==> src/rtl/rst_seq_pkg.sv <==
// rtl/rst_seq_pkg.sv - shared types and width helpers for the reset sequencer
// Contents:
//   seq_state_t : sequencer FSM encoding (3 is unused and recovers to WAIT_LOCK)
//   cnt_w()     : counter width for a count range of n values, never below 1 bit
package rst_seq_pkg;

  localparam int SEQ_STATE_W = 2;

  typedef enum logic [SEQ_STATE_W-1:0] {
    WAIT_LOCK = 2'd0,
    RELEASE   = 2'd1,
    RUN       = 2'd2
  } seq_state_t;

  // Width needed to hold values 0..n-1; a single-value range still gets one bit.
  function automatic int cnt_w(input int n);
    return (n <= 1) ? 1 : $clog2(n);
  endfunction

endpackage

==> src/rtl/clk_en_div.sv <==
// rtl/clk_en_div.sv - per-domain programmable clock-enable divider
// Ports:
//   sys_clk : clock
//   sys_rst : synchronous active-high reset
//   run     : domain running; low holds the counter at 0 and clk_en at 0
//   div     : divide ratio minus 1, captured while held and at every wrap
//   clk_en  : registered one-cycle enable each time the counter wraps
module clk_en_div #(
  parameter int DIV_W = 4
) (
  input  logic             sys_clk,
  input  logic             sys_rst,
  input  logic             run,
  input  logic [DIV_W-1:0] div,
  output logic             clk_en
);

  logic [DIV_W-1:0] div_cnt;
  logic [DIV_W-1:0] div_q;

  // div_q is the ratio of the period in progress, so a mid-period change of
  // div only shows up after the next wrap.
  always_ff @(posedge sys_clk) begin
    if (sys_rst) begin
      div_cnt <= '0;
      div_q   <= '0;
      clk_en  <= 1'b0;
    end else if (!run) begin
      div_cnt <= '0;
      div_q   <= div;
      clk_en  <= 1'b0;
    end else if (div_cnt == div_q) begin
      div_cnt <= '0;
      div_q   <= div;
      clk_en  <= 1'b1;
    end else begin
      div_cnt <= div_cnt + DIV_W'(1);
      clk_en  <= 1'b0;
    end
  end

endmodule

==> src/rtl/rst_seq_gen.sv <==
// rtl/rst_seq_gen.sv - multi-domain reset sequencer with divided clock enables
// Ports:
//   sys_clk    : sole clock
//   sys_rst    : synchronous active-high reset, highest priority
//   pll_lock   : PLL lock, already synchronous to sys_clk
//   ch_rst_req : per-domain software reset request (level, honoured in RUN)
//   ch_div     : per-domain divide ratio minus 1, field i at [i*DIV_W +: DIV_W]
//   rst_out_n  : per-domain active-low reset
//   clk_en     : per-domain divided clock enable
//   seq_done   : all domains released (RUN)
//   seq_state  : 0 WAIT_LOCK, 1 RELEASE, 2 RUN
module rst_seq_gen
  import rst_seq_pkg::*;
#(
  parameter int NUM_CH    = 4,
  parameter int CNT_W     = 20,
  parameter int LOCK_WAIT = 16,
  parameter int STAGE_GAP = 4,
  parameter int SOFT_LEN  = 8,
  parameter int DIV_W     = 4
) (
  input  logic                    sys_clk,
  input  logic                    sys_rst,
  input  logic                    pll_lock,
  input  logic [NUM_CH-1:0]       ch_rst_req,
  input  logic [NUM_CH*DIV_W-1:0] ch_div,
  output logic [NUM_CH-1:0]       rst_out_n,
  output logic [NUM_CH-1:0]       clk_en,
  output logic                    seq_done,
  output logic [1:0]              seq_state
);

  localparam int GAP_W  = cnt_w(STAGE_GAP);
  localparam int SOFT_W = cnt_w(SOFT_LEN);
  localparam int IDX_W  = cnt_w(NUM_CH);

  seq_state_t        state_q, state_d;
  logic [CNT_W-1:0]  lock_cnt_q, lock_cnt_d;
  logic [GAP_W-1:0]  gap_cnt_q, gap_cnt_d;
  logic [IDX_W-1:0]  ch_idx_q, ch_idx_d;
  logic [SOFT_W-1:0] soft_cnt_q [NUM_CH];
  logic [SOFT_W-1:0] soft_cnt_d [NUM_CH];
  logic [NUM_CH-1:0] rst_n_d;
  logic              seq_done_d;
  logic              clear_all;

  always_comb begin
    state_d    = state_q;
    lock_cnt_d = lock_cnt_q;
    gap_cnt_d  = gap_cnt_q;
    ch_idx_d   = ch_idx_q;
    soft_cnt_d = soft_cnt_q;
    rst_n_d    = rst_out_n;
    seq_done_d = seq_done;
    clear_all  = 1'b0;

    case (state_q)
      WAIT_LOCK: begin
        if (!pll_lock) begin
          lock_cnt_d = '0;
        end else if (lock_cnt_q == CNT_W'(LOCK_WAIT - 1)) begin
          lock_cnt_d = '0;
          gap_cnt_d  = '0;
          rst_n_d[0] = 1'b1;
          if (NUM_CH == 1) begin
            state_d    = RUN;
            seq_done_d = 1'b1;
            ch_idx_d   = '0;
          end else begin
            state_d  = RELEASE;
            ch_idx_d = IDX_W'(1);
          end
        end else begin
          lock_cnt_d = lock_cnt_q + CNT_W'(1);
        end
      end

      RELEASE: begin
        if (!pll_lock) begin
          clear_all = 1'b1;
        end else if (gap_cnt_q == GAP_W'(STAGE_GAP - 1)) begin
          rst_n_d[ch_idx_q] = 1'b1;
          gap_cnt_d         = '0;
          if (ch_idx_q == IDX_W'(NUM_CH - 1)) begin
            state_d    = RUN;
            seq_done_d = 1'b1;
          end else begin
            ch_idx_d = ch_idx_q + IDX_W'(1);
          end
        end else begin
          gap_cnt_d = gap_cnt_q + GAP_W'(1);
        end
      end

      RUN: begin
        if (!pll_lock) begin
          clear_all = 1'b1;
        end else begin
          // A request (re)loads the pulse length, so a held or repeated
          // request stretches the pulse.
          for (int i = 0; i < NUM_CH; i++) begin
            if (ch_rst_req[i]) begin
              rst_n_d[i]    = 1'b0;
              soft_cnt_d[i] = SOFT_W'(SOFT_LEN - 1);
            end else if (soft_cnt_q[i] != '0) begin
              soft_cnt_d[i] = soft_cnt_q[i] - SOFT_W'(1);
            end else begin
              rst_n_d[i] = 1'b1;
            end
          end
        end
      end

      default: clear_all = 1'b1;
    endcase

    if (clear_all) begin
      state_d    = WAIT_LOCK;
      lock_cnt_d = '0;
      gap_cnt_d  = '0;
      ch_idx_d   = '0;
      rst_n_d    = '0;
      seq_done_d = 1'b0;
      for (int i = 0; i < NUM_CH; i++) soft_cnt_d[i] = '0;
    end
  end

  always_ff @(posedge sys_clk) begin
    if (sys_rst) begin
      state_q    <= WAIT_LOCK;
      lock_cnt_q <= '0;
      gap_cnt_q  <= '0;
      ch_idx_q   <= '0;
      rst_out_n  <= '0;
      seq_done   <= 1'b0;
      for (int i = 0; i < NUM_CH; i++) soft_cnt_q[i] <= '0;
    end else begin
      state_q    <= state_d;
      lock_cnt_q <= lock_cnt_d;
      gap_cnt_q  <= gap_cnt_d;
      ch_idx_q   <= ch_idx_d;
      rst_out_n  <= rst_n_d;
      seq_done   <= seq_done_d;
      for (int i = 0; i < NUM_CH; i++) soft_cnt_q[i] <= soft_cnt_d[i];
    end
  end

  assign seq_state = state_q;

  // The divider runs only while the domain is released now and stays
  // released next cycle: the release edge itself does not count, and the
  // enable drops on the same edge as the reset does.
  for (genvar i = 0; i < NUM_CH; i++) begin : g_div
    clk_en_div #(.DIV_W(DIV_W)) u_div (
      .sys_clk (sys_clk),
      .sys_rst (sys_rst),
      .run     (rst_out_n[i] & rst_n_d[i]),
      .div     (ch_div[i*DIV_W +: DIV_W]),
      .clk_en  (clk_en[i])
    );
  end

endmodule
==> config.mk <==
export PLATFORM = sky130hd
export DESIGN_NAME = rst_seq_gen
export DESIGN_NICKNAME = d
export VERILOG_FILES = /design/src/rtl/rst_seq_pkg.sv /design/src/rtl/clk_en_div.sv /design/src/rtl/rst_seq_gen.sv
export SDC_FILE = /design/constraint.sdc
export NUM_CORES = 1
export LEC_CHECK = 0
export BUFFER_PORTS_ARGS = -buffer_cell sky130_fd_sc_hd__buf_2
export CORE_AREA = 10 10 93 95
export CTS_BUF_LIST = sky130_fd_sc_hd__clkbuf_4
export CTS_CLUSTER_SIZE = 10
export DETAILED_ROUTE_END_ITERATION = 6
export DIE_AREA = 0 0 103 105
export PLACE_DENSITY = 0.84
export SYNTH_ARGS = -nofsm -noshare
export SYNTH_HDL_FRONTEND = slang
export SYNTH_HIERARCHICAL = 1
export SYNTH_SLANG_ARGS = --single-unit
==> constraint.sdc <==
create_clock -name sys_clk -period 3.9 [get_ports sys_clk]
set_input_delay 0.78 -clock sys_clk [delete_from_list [all_inputs] [get_ports sys_clk]]
set_output_delay 0.78 -clock sys_clk [all_outputs]
set_load 0.05 [all_outputs]
# Yosys cells after proc, flatten, opt, wreduce, memory -nomap -nowiden
# Index checks and enable logic that the tools add are counted.
# op_classes
eq_ne,19
magnitude_cmp,2
n_addsub,11
bitwise_logic,9
reduce_logical,29
muxes,57
# op_table
op,n
4-bit two-way mux,12
20-bit two-way mux,2
2-bit two-way mux,12
3-bit two-way mux,8
20-bit by 1-bit adder with 20-bit output (second input constant),1
20-bit by 4-bit == test with 1-bit output (second input constant),1
2-bit != test (second input constant),10
4-bit by 1-bit adder with 4-bit output (second input constant),4
4-bit == test,4
1-bit two-way mux,16
2-bit case mux with 2 select lines,3
3-bit AND reduction,4
6-bit AND reduction,2
3-bit nonzero test,4
2-bit OR reduction,6
3-bit OR reduction,4
3-bit by 1-bit subtractor with 3-bit output (second input constant),4
2-bit nonzero test,5
4-bit AND reduction,2
2-bit == test (second input constant),3
3-bit case mux with 2 select lines,1
2-bit by 1-bit adder with 2-bit output (second input constant),2
1-bit bitwise AND,4
1-bit inverter,4
other kinds (9),9
# totals
regBits,79
word_cells,149
output_inout_bits,11

# Logic depth before layout (Yosys ltp)
# logic_depth
word_depth,12
mapped_depth,11
mapped_depth_nobuf,10

# By module
# Netlist, hierarchy kept.
# by_module_without_submodules
mod,seq_area_each_um2,cells_each,area_each_um2,instances
rst_seq_gen,860.8,340,2653.8,1
clk_en_div,180.2,40,416.6,4

# Worst setup path after synthesis
# OpenSTA, ideal clock, no wires.
# synth_path
kind,reg2reg
startpoint,register state_q[1] (netlist: seq_state[1])
endpoint,register ch_idx_q[1]
path_slack_ns,1.341
synth_period_minus_slack_ns,2.559
arrival_ns,2.442
t_required_ns,3.783
setup_ns,0.117
stages_incl_launch_ff,10
cell_sequence,dfxtp_1 inv_1 ha_1 buf_2 mux2_2 nand2b_1 buf_2 clkbuf_1 nor2_1 a32o_1
# synth_via
elab_chain_len,4
word_cells_on_any_way,14
# synth_rtl
item,line_no,source
from (decl),rst_seq_gen.sv:37,"seq_state_t state_q, state_d;"
from (signal assigned),rst_seq_gen.sv:138,state_q <= state_d;
2-bit == test / 2-bit by 1-bit == test with 1-bit output (equally long branches),rst_seq_gen.sv:57,case (state_q)
2-bit OR reduction (no source line),--,
1-bit case mux with 2 select lines,rst_seq_gen.sv:57,
2-bit OR reduction (no source line),--,
to (signal assigned),rst_seq_gen.sv:141,ch_idx_q <= ch_idx_d;
to (decl),rst_seq_gen.sv:40,"logic [IDX_W-1:0] ch_idx_q, ch_idx_d;"
# Several ways; a longest one is shown, not always the timed one.
# A chain may end at the register's enable or synchronous reset.

# Worst setup path after layout
# layout_path
startpoint,register state_q[0] (netlist: seq_state[0])
endpoint,register ch_idx_q[1]
# The elaborated chain is that of the path after synthesis.

==> metrics <==
internal power 1.178 mW; antenna fix cells 0; sequential fraction of the synthesis area 0.3661; Root Driver clkbuf_4; MaxCap Viol Count 0; largest net degree at the start of global routing 41; Post-Syn Nets 545; DRT iter0 DRCs 249; Layout area overhead 9.789%; Clock Latency Late Sink 0.43 ns; top-count cell post-synth dfxtp_1; setup bufs post-CTS 0; CTS Hold Buffers Added 0; gp weighted congestion 0.8670; vias post-DR 3,715; initial antenna violation count 0; clock share of power 0.405; GRT Overall Usage 0.1804; setup_tns 0 ns; Routed Antenna Nets 0; f_max 0.3628 GHz; status finished, final reports clean; DRC viols 0; IO Count 34; dpl cells 601; Final Skew 0.01606 ns; top cells by count, synth 79 x dfxtp_1, 59 x nor2_1, 40 x nand2b_1; Hold Violations, Final 0; Core Area 6756 sq um; H-tree depth 3; total global routing overflow 0; Worst setup EP type flop; clock buffers created by TritonCTS 9; combinational share of power 0.056; share of layout cells above drive strength 1 0.1229; WL per Instance 15.56 um; Period minus WS final 2.756 ns; vias per inst 6.021; Post-CTS Resized 0; RSZ-0062 raised after global routing no; vias in the first global route 3,644; Synth cell types 50; HPWL Detailed 6.817 mm; Reg clk slew, reported paths 0.12 ns; final setup fails 0; highest ir drop seen on vdd 201.9 uV; P_leak 1.670 nW; Die W 103 um; Post-Route WL 9.598 mm; DRT Pass-1 Iters 5; Post-Layout Cell Count 617; Flop pwr share 0.539; # nets final 577; Min-Delay Path Class flop to flop; flops & latches, synth 79; Worst Path Arrival 3.08 ns; Synth top area share 0.3661; Initial Utilization 0.6394; relative slew slack 0.3037; Synth Instances 500; max-slew violations 0; Tcrit/Tclk final 0.7067; Avg Cell Area, Syn 8.641 sq um; Die H 105 um; Critical Path RT 4.22 ns; Sw Share 0.2296; Async S/R FF share, synth 0; synth top area cells dfxtp_1 37%, ha_1 6.4%, nand2b_1 5.8%, nor2_1 5.1%, mux2i_1 4.2%; Sw Pwr 0.3511 mW; Post-synth EDFFs 0; CP Class flop to flop; Synth area leader dfxtp_1; number of I/O port buffers 33; startpoint class of the critical path flop; Warnings, synthesis 6; Die ar. 10,820 sq um; Least-Margin Pin Slew 1.045 ns; crit-path max FO 30; Power Dens Cells 322.4 nW/um^2; row count 30; first-pass GRT wire length 16.46 mm; TritonCTS clock tree done; Syn Std Cell Area 4320 sq um; clk buf depth 2; clk sinks 79; PnR Total Power 1.529 mW; most used flip-flop cell after synthesis dfxtp_1
## power groups by stage
stage | clock network (mW) | registers [mW] | logic [mW]
3_3_place_gp | 0 | 0.842 | 0.0807
4_1_cts | 0.632 | 0.825 | 0.0854
6_report | 0.619 | 0.825 | 0.0857
3_5_place_dp | 0 | 0.842 | 0.0841
5_1_grt | 0.662 | 0.826 | 0.0956
2_1_floorplan | 0 | 0.840 | 0.0547
## through the flow
step	utilization	hold WS, ns	worst slack [ns]	instance area (sq um)
3_5_place_dp	0.6743	0.4379	1.073	4556
2_1_floorplan	-	0.4367	1.341	4320
5_1_grt	0.7020	0.4849	0.9722	4743
6_report	0.7020	0.4563	1.144	4743
3_3_place_gp	0.6743	0.4314	1.191	4556
4_1_cts	0.7020	0.4600	1.148	4743
## state kept, by name (all words and copies together) (netlist names)
name	flops
rst_out_n	4
g_div.u_div/div_cnt	16
gap_cnt_q	2
g_div.u_div/div_q	16
seq_state	2
g_div.u_div/clk_en	4
soft_cnt_q	12
seq_done	1
lock_cnt_q	20
ch_idx_q	2
## final cells by class
type	count	area, sq um
Clock buffer	9	67.56
Clock inverter	7	120.1
Fill cell	537	2013
Inverter	34	127.6
Multi-Input combinational cell	368	2529
Sequential cell	79	1582
Tap cell	80	100.1
Timing Repair Buffer	40	217.7
## layout by cell type (no fill, tap or decap), types with 3 or more instances in the layout
master,instances
inv_1,34
nor2_1,59
nand3b_1,4
a311oi_1,3
a41oi_4,4
nor3_1,6
or4_1,11
a21oi_1,20
xor2_1,4
nor4_1,7
mux2i_1,18
nor3b_1,4
nand2b_1,40
nor2b_1,9
nand3_1,24
o311ai_0,9
buf_2,33
buf_4,7
ha_1,22
xnor2_1,20
nand4_1,19
o21ai_0,6
clkbuf_4,9
o211ai_1,4
nand2_1,29
dfxtp_1,79
a41o_1,4
a31oi_1,4
and3_1,4
bufinv_16,3
a211oi_1,9
## worst paths after layout
check / startpoint / end / slack (ns) / cells after the start
worst max-delay path: seq_state[0] / ch_idx_q[1] / 1.14 / 7
worst min-delay path: seq_done / seq_done / 0.46 / 2
worst max register to register: seq_state[0] / ch_idx_q[1] / 1.14 / 7
worst min register to register: seq_done / seq_done / 0.46 / 2
## critical path: stages, from the launching register on
cell	delay, ns
dfxtp_1	0.42
inv_1	0.09
ha_1	0.42
mux2_2	0.40
nand2b_1	0.74
buf_4	0.31
nor2_1	0.06
a32o_1	0.20
## kinds of logic after synthesis
group | synth area share
compound gates | 0.1477
xor+xnor | 0.04865
fa+ha+maj | 0.06371
buf+inv | 0.04865
flops | 0.3661
mux | 0.04691
simple gates | 0.2783
## layer usage
layer | vias to the layer above | share of wire | wire length, um | track usage
met3 | 20 | 0.064 | 612 | 0.05138
met1 | 1718 | 0.44 | 4199 | 0.2185
met5 | - | 0 | 0 | 0
met2 | 126 | 0.48 | 4645 | 0.3007
li1 | 1851 | - | - | -
met4 | 0 | 0.015 | 141 | 0.04970
Note: power is estimated with default switching activity, not from simulation.
